File: src/rtl/shift_pkg.sv
// rtl/shift_pkg.sv - shared opcodes, widths and stage occupancy type for the shift execution unit
package shift_pkg;

    localparam int DATA_W = 16;
    localparam int MAG_W  = 4;
    localparam int TAG_W  = 3;
    localparam int OP_W   = 3;

    localparam logic [OP_W-1:0] OP_LSL = 3'b000;
    localparam logic [OP_W-1:0] OP_LSR = 3'b001;
    localparam logic [OP_W-1:0] OP_ASR = 3'b010;
    localparam logic [OP_W-1:0] OP_ROL = 3'b011;
    localparam logic [OP_W-1:0] OP_ROR = 3'b100;

    // Occupancy of one pipeline stage
    typedef enum logic {
        ST_EMPTY = 1'b0,
        ST_FULL  = 1'b1
    } occ_t;

    // Opcodes above ROR are reserved and pass the operand through
    function automatic logic is_reserved(input logic [OP_W-1:0] op);
        return op > OP_ROR;
    endfunction

endpackage

File: src/rtl/leftshifter16bit.sv
// rtl/leftshifter16bit.sv - 16-bit logarithmic left barrel shifter, zero fill
module leftshifter16bit (
    input  logic [15:0] in,
    input  logic [3:0]  shamt,
    output logic [15:0] out
);

    logic [15:0] st1;
    logic [15:0] st2;
    logic [15:0] st4;

    // Four binary-weighted stages: 1, 2, 4, 8
    always_comb begin
        st1 = shamt[0] ? {in[14:0],  1'b0}  : in;
        st2 = shamt[1] ? {st1[13:0], 2'b0}  : st1;
        st4 = shamt[2] ? {st2[11:0], 4'b0}  : st2;
        out = shamt[3] ? {st4[7:0],  8'b0}  : st4;
    end

endmodule

File: src/rtl/rightshifter16bit.sv
// rtl/rightshifter16bit.sv - 16-bit logarithmic right barrel shifter, zero fill
module rightshifter16bit (
    input  logic [15:0] in,
    input  logic [3:0]  shamt,
    output logic [15:0] out
);

    logic [15:0] st1;
    logic [15:0] st2;
    logic [15:0] st4;

    // Four binary-weighted stages: 1, 2, 4, 8
    always_comb begin
        st1 = shamt[0] ? {1'b0, in[15:1]}  : in;
        st2 = shamt[1] ? {2'b0, st1[15:2]} : st1;
        st4 = shamt[2] ? {4'b0, st2[15:4]} : st2;
        out = shamt[3] ? {8'b0, st4[15:8]} : st4;
    end

endmodule

File: src/rtl/shift_exec_stage_datapath.sv
// rtl/shift_exec_stage_datapath.sv - combinational shift/rotate result, carry and reserved-op detect
module shift_datapath
    import shift_pkg::*;
(
    input  logic [OP_W-1:0]   op,
    input  logic [DATA_W-1:0] a,
    input  logic [MAG_W-1:0]  mag,
    output logic [DATA_W-1:0] result,
    output logic              carry,
    output logic              err
);

    // (16 - n) truncated to 4 bits; n=0 wraps to 0, which rotates handle explicitly
    logic [MAG_W-1:0]  inv_mag;
    logic [MAG_W-1:0]  mag_m1;
    logic [DATA_W-1:0] l_n;
    logic [DATA_W-1:0] l_inv;
    logic [DATA_W-1:0] r_n;
    logic [DATA_W-1:0] r_inv;
    logic [DATA_W-1:0] r_ones;
    logic              nz;

    assign inv_mag = 4'd0 - mag;
    assign mag_m1  = mag - 4'd1;
    assign nz      = (mag != 4'd0);

    leftshifter16bit  u_lsl_n   (.in(a),       .shamt(mag),     .out(l_n));
    leftshifter16bit  u_lsl_inv (.in(a),       .shamt(inv_mag), .out(l_inv));
    rightshifter16bit u_lsr_n   (.in(a),       .shamt(mag),     .out(r_n));
    rightshifter16bit u_lsr_inv (.in(a),       .shamt(inv_mag), .out(r_inv));
    rightshifter16bit u_mask    (.in(16'hFFFF), .shamt(mag),    .out(r_ones));

    // Select result per opcode; carry is the last bit shifted out and is 0 when n=0
    always_comb begin
        result = a;
        carry  = 1'b0;
        err    = 1'b0;
        case (op)
            OP_LSL: begin
                result = l_n;
                carry  = nz & a[inv_mag];
            end
            OP_LSR: begin
                result = r_n;
                carry  = nz & a[mag_m1];
            end
            OP_ASR: begin
                result = r_n | (a[DATA_W-1] ? ~r_ones : '0);
                carry  = nz & a[mag_m1];
            end
            OP_ROL: begin
                result = nz ? (l_n | r_inv) : a;
                carry  = nz & result[0];
            end
            OP_ROR: begin
                result = nz ? (r_n | l_inv) : a;
                carry  = nz & result[DATA_W-1];
            end
            default: begin
                result = a;
                carry  = 1'b0;
                err    = is_reserved(op);
            end
        endcase
    end

endmodule

File: src/rtl/shift_exec_stage.sv
// rtl/shift_exec_stage.sv - two-stage pipelined shift/rotate unit with valid/ready on both sides
module shift_exec_stage
    import shift_pkg::*;
#(
    parameter int TAG_W = shift_pkg::TAG_W
) (
    input  logic              clk,
    input  logic              rst_n,
    input  logic              flush,
    input  logic              in_valid,
    output logic              in_ready,
    input  logic [OP_W-1:0]   in_op,
    input  logic [DATA_W-1:0] in_a,
    input  logic [MAG_W-1:0]  in_mag,
    input  logic [TAG_W-1:0]  in_tag,
    output logic              out_valid,
    input  logic              out_ready,
    output logic [DATA_W-1:0] out_result,
    output logic [TAG_W-1:0]  out_tag,
    output logic              out_z,
    output logic              out_n,
    output logic              out_c,
    output logic              out_err
);

    occ_t              s1_state;
    occ_t              s2_state;
    logic              s1_valid;
    logic              s2_valid;
    logic              s2_adv;
    logic              s1_load;
    logic              s2_load;

    logic [OP_W-1:0]   s1_op;
    logic [DATA_W-1:0] s1_a;
    logic [MAG_W-1:0]  s1_mag;
    logic [TAG_W-1:0]  s1_tag;

    logic [DATA_W-1:0] dp_result;
    logic              dp_carry;
    logic              dp_err;

    assign s1_valid  = (s1_state == ST_FULL);
    assign s2_valid  = (s2_state == ST_FULL);
    assign out_valid = s2_valid;

    // S2 can take new data when empty or draining; S1 likewise when S2 moves
    assign s2_adv   = !s2_valid | out_ready;
    assign in_ready = !s1_valid | s2_adv;
    assign s1_load  = in_valid & in_ready;
    assign s2_load  = s1_valid & s2_adv;

    shift_datapath u_dp (
        .op     (s1_op),
        .a      (s1_a),
        .mag    (s1_mag),
        .result (dp_result),
        .carry  (dp_carry),
        .err    (dp_err)
    );

    // Stage 1 occupancy and operand registers
    always_ff @(posedge clk or negedge rst_n) begin
        if (!rst_n) begin
            s1_state <= ST_EMPTY;
            s1_op    <= '0;
            s1_a     <= '0;
            s1_mag   <= '0;
            s1_tag   <= '0;
        end else if (flush) begin
            s1_state <= ST_EMPTY;
        end else if (s1_load) begin
            s1_state <= ST_FULL;
            s1_op    <= in_op;
            s1_a     <= in_a;
            s1_mag   <= in_mag;
            s1_tag   <= in_tag;
        end else if (s2_load) begin
            s1_state <= ST_EMPTY;
        end
    end

    // Stage 2 occupancy and registered result/flags; held while stalled
    always_ff @(posedge clk or negedge rst_n) begin
        if (!rst_n) begin
            s2_state   <= ST_EMPTY;
            out_result <= '0;
            out_tag    <= '0;
            out_z      <= 1'b0;
            out_n      <= 1'b0;
            out_c      <= 1'b0;
            out_err    <= 1'b0;
        end else if (flush) begin
            s2_state <= ST_EMPTY;
        end else if (s2_load) begin
            s2_state   <= ST_FULL;
            out_result <= dp_result;
            out_tag    <= s1_tag;
            out_z      <= (dp_result == '0);
            out_n      <= dp_result[DATA_W-1];
            out_c      <= dp_carry;
            out_err    <= dp_err;
        end else if (s2_valid & out_ready) begin
            s2_state <= ST_EMPTY;
        end
    end

endmodule

File: config.mk
export PLATFORM = sky130hd
export DESIGN_NAME = shift_exec_stage
export DESIGN_NICKNAME = d
export VERILOG_FILES = /design/src/rtl/shift_pkg.sv /design/src/rtl/leftshifter16bit.sv /design/src/rtl/rightshifter16bit.sv /design/src/rtl/shift_exec_stage_datapath.sv /design/src/rtl/shift_exec_stage.sv
export SDC_FILE = /design/constraint.sdc
export NUM_CORES = 1
export LEC_CHECK = 0
export CAP_MARGIN = 20
export CORE_MARGIN = 5
export CORE_UTILIZATION = 49
export CTS_CLUSTER_DIAMETER = 200
export DETAILED_ROUTE_END_ITERATION = 12
export PLACE_DENSITY_LB_ADDON = 0.3
export SYNTH_ARGS = -nofsm -noshare
export SYNTH_HDL_FRONTEND = slang
export SYNTH_SLANG_ARGS = --single-unit
File: constraint.sdc
create_clock -name clk -period 8.8 [get_ports clk]
set_clock_uncertainty 0.1 [all_clocks]
set_input_delay 0.88 -clock clk [delete_from_list [all_inputs] [get_ports clk]]
set_output_delay 0.88 -clock clk [all_outputs]
set_load 0.02 [all_outputs]
==> results.json <==
{
  "cts_tree": "done",
  "cts.reportedPaths.clkPinSlew_ns": 0.08,
  "finalSetupTns_ns": 0,
  "regToRegSetupSlack_ns": 4.73,
  "start_util_pct": 49.6,
  "hold_violations": 0,
  "maxSlewViolCount": 0,
  "synth_nets": 674,
  "cts_buffers": 5,
  "fin_crit_ns": 4.07,
  "grt_pass1_wl_um": 34100,
  "cts-htree-levels": 2,
  "cts.hold.buffers_added": 0,
  "n_fill_cell": 1079,
  "regArea_sq_mm": 0.00125,
  "vdd_drop_max_uv": 165,
  "worstSetupEndpointType": "flip-flop",
  "required_ns": 8.91,
  "synth_top_area_share_pct": 22.3,
  "critPathArrivalTime_ns": 4.18,
  "drt-total-wl_um": 22300,
  "path_max_fanout": 31,
  "overflow": 0,
  "drc": 0,
  "rows": 39,
  "synth_area_sq_mm": 0.00562,
  "path_depth": 11,
  "worstSetupStartpoint": "s1_mag[0]",
  "nets": 680,
  "die_y_um": 117,
  "cts_resized": 0,
  "max_freq_ghz": 0.246,
  "r2r-start": "s1_mag[0]",
  "routedWlPerCell_um": 28.3,
  "grt_pass1_vias": 5586,
  "viasPerCell": 7.30,
  "tightest_slew_ns": 1.17,
  "cp_top_family": "simple AND/OR/NAND/NOR gates",
  "firstDrtPassIters": 7,
  "grt_start_max_net_pins": 73,
  "io_buffers": 55,
  "place.detailed.hpwl_um": 16000,
  "area_growth_pct": 12.0,
  "synth_cell_types": 73,
  "track_usage_pct": 33.7,
  "clockRootBuffer": "clkbuf_16",
  "critical_path.cell_chain": "inv_2 -> ha_1 -> buf_4 -> mux2_2 -> o2bb2ai_1 -> mux2i_1 -> o311ai_0 -> or4_1 -> nor4_1 -> nand4_1 -> o41ai_2",
  "synthArstFlopShare_pct": 100,
  "slew_headroom_pct": 21.8,
  "ys_top_cells_by_area": "dfrtp_1 (22%), mux4_2 (13%), mux2_2 (10%)",
  "maxCapViolCount": 0,
  "multi_input_area_sq_mm": 0.00401,
  "insertion_delay_ns": 0.32,
  "reg2reg_to": "out_z",
  "worst-path-buf-inv": 2,
  "via_count": 5759,
  "drt_iter0_drc": 928,
  "yosysMostFrequentCell": "nand2_1",
  "crit_path_start_kind": "flip-flop",
  "synth_commonest_cells": "nand2_1 (90), mux2_2 (51), dfrtp_1 (50)",
  "ys.warnings.count": 0,
  "dieArea_sq_mm": 0.0137,
  "status": "completed",
  "yosysTopAreaCell": "dfrtp_1",
  "worstSetupEndpoint": "out_z",
  "layout_worst_path_cycle_share_pct": 46.3,
  "n_antenna_cell": 0,
  "reg2regPathDepth": 11,
  "clkSinkCount": 50,
  "cts.path.max_buffers": 2,
  "post_cts_buffers": 0,
  "ant_nets": 0,
  "grt_setup_unrepaired": "false",
  "critPathSlowestCell": "ha_1",
  "worstSetupPathType": "reg2reg",
  "critical_path.max_stage_delay_ns": 0.62,
  "setup_violations": 0,
  "pin_count": 56,
  "place_congestion": 1.08,
  "powerDensity_mw_per_mm2": 244,
  "layout-drive-gt1-share_pct": 20.0,
  "min_path_type": "in2async",
  "ys_ff_latch": 50,
  "avgSynthCellArea_sq_um": 8.79,
  "synth_cells": 639,
  "yosysSeqAreaShare_pct": 22.3,
  "core-area_sq_mm": 0.0113,
  "final_util_pct": 55.6,
  "dominantRegCellSynth": "dfrtp_1",
  "p_leak_nw": 2.45,
  "fp.dieW_um": 117,
  "synth_edf_count": 0,
  "antenna_found_initial": 0
}
## cell families (layout without fill, tap and decap cells)
| group | count (synthesis) | count (layout) | share of synthesized area [%] |
|---|---|---|---|
| AND/OR/NAND/NOR | 213 | 213 | 18.7 |
| AO/OA/AOI/OAI | 158 | 158 | 19.5 |
| multiplexers | 132 | 132 | 31.9 |
| buffers and inverters | 81 | 88 | 6.55 |
| flip-flops | 50 | 50 | 22.3 |
| adder cells (fa/ha/maj) | 4 | 4 | 0.891 |
| XOR/XNOR | 1 | 1 | 0.156 |
## worst reg2reg max path: stages, from the launching register on
cell       delay (ns)
dfrtp_4          0.49
inv_2            0.24
ha_1             0.62
buf_4            0.48
mux2_2           0.41
o2bb2ai_1        0.20
mux2i_1          0.18
o311ai_0         0.12
or4_1            0.47
nor4_1           0.32
nand4_1          0.15
o41ai_2          0.20
## placed cells by master (no fill, tap or decap), types with 7 or more instances in the layout
| master | synthesis | layout |
|---|---|---|
| nand2_1 | 90 | 90 |
| nor3_1 | 15 | 15 |
| nor2_1 | 39 | 39 |
| mux2i_1 | 43 | 43 |
| buf_4 | 1 | 15 |
| a211oi_1 | 12 | 12 |
| a22oi_1 | 11 | 11 |
| mux2_2 | 51 | 51 |
| a21oi_1 | 29 | 29 |
| clkdlybuf4s50_1 | 0 | 54 |
| mux4_2 | 32 | 32 |
| dfrtp_1 | 50 | 49 |
| a221oi_1 | 8 | 8 |
| nand2b_1 | 8 | 8 |
| nand3_1 | 11 | 11 |
| a31oi_1 | 7 | 7 |
| o21ai_0 | 28 | 28 |
| o211ai_1 | 12 | 12 |
| nand4_1 | 10 | 10 |
## power by group
group          switching [mW]  internal [mW]
Combinational           0.552          0.400
Sequential             0.0930          0.282
Clock                  0.0995          0.108
## sequential cells by signal, indices dropped and copies added, names as in the netlist, 3 cells and up
register    count
out_result     16
s1_tag          3
out_tag         3
s1_mag          4
s1_op           3
s1_a           16
## routing by layer
metal	up-vias	track usage, %	routed length, um	share of wire, %
met5	-	0	0	0
met2	474	50.8	9680	43
met4	0	16.5	1280	5.7
met1	2733	44.9	8510	38
met3	110	9.10	2840	13
li1	2442	-	-	-
## metrics by stage
stage	hold WS (ns)	total power, mW	setup WS (ns)	std cells	instance area [sq um]
5_1_grt	0.339	1.61	4.48	789	6290
6_report	0.337	1.54	4.73	789	6290
3_3_place_gp	0.345	1.30	4.86	781	6140
2_1_floorplan	0.333	0.990	4.99	639	5620
3_5_place_dp	0.360	1.30	4.78	781	6140
4_1_cts	0.332	1.51	4.76	789	6290
## worst min-delay path by stage
stage | from | to | slack, ns | cells past startpoint
after global routing | rst_n | s1_a[7] | 0.34 | 1
after global placement | s1_tag[2] | out_tag[2] | 0.35 | 2
final | rst_n | s1_a[7] | 0.34 | 1
after detailed placement | s1_tag[2] | out_tag[2] | 0.36 | 2
after floorplan | s1_tag[0] | out_tag[0] | 0.33 | 2
after CTS | rst_n | s1_a[8] | 0.33 | 1
## final cells by class
| type | count | area share (%) |
|---|---|---|
| Multi-Input combinational cell | 508 | 63.7 |
| Sequential cell | 50 | 20.0 |
| Timing Repair Buffer | 70 | 10.5 |
| Tap cell | 143 | 2.84 |
| Clock buffer | 5 | 1.99 |
| Inverter | 10 | 0.597 |
| Clock inverter | 3 | 0.418 |
No activity file was read; power rests on OpenSTA's default activity.
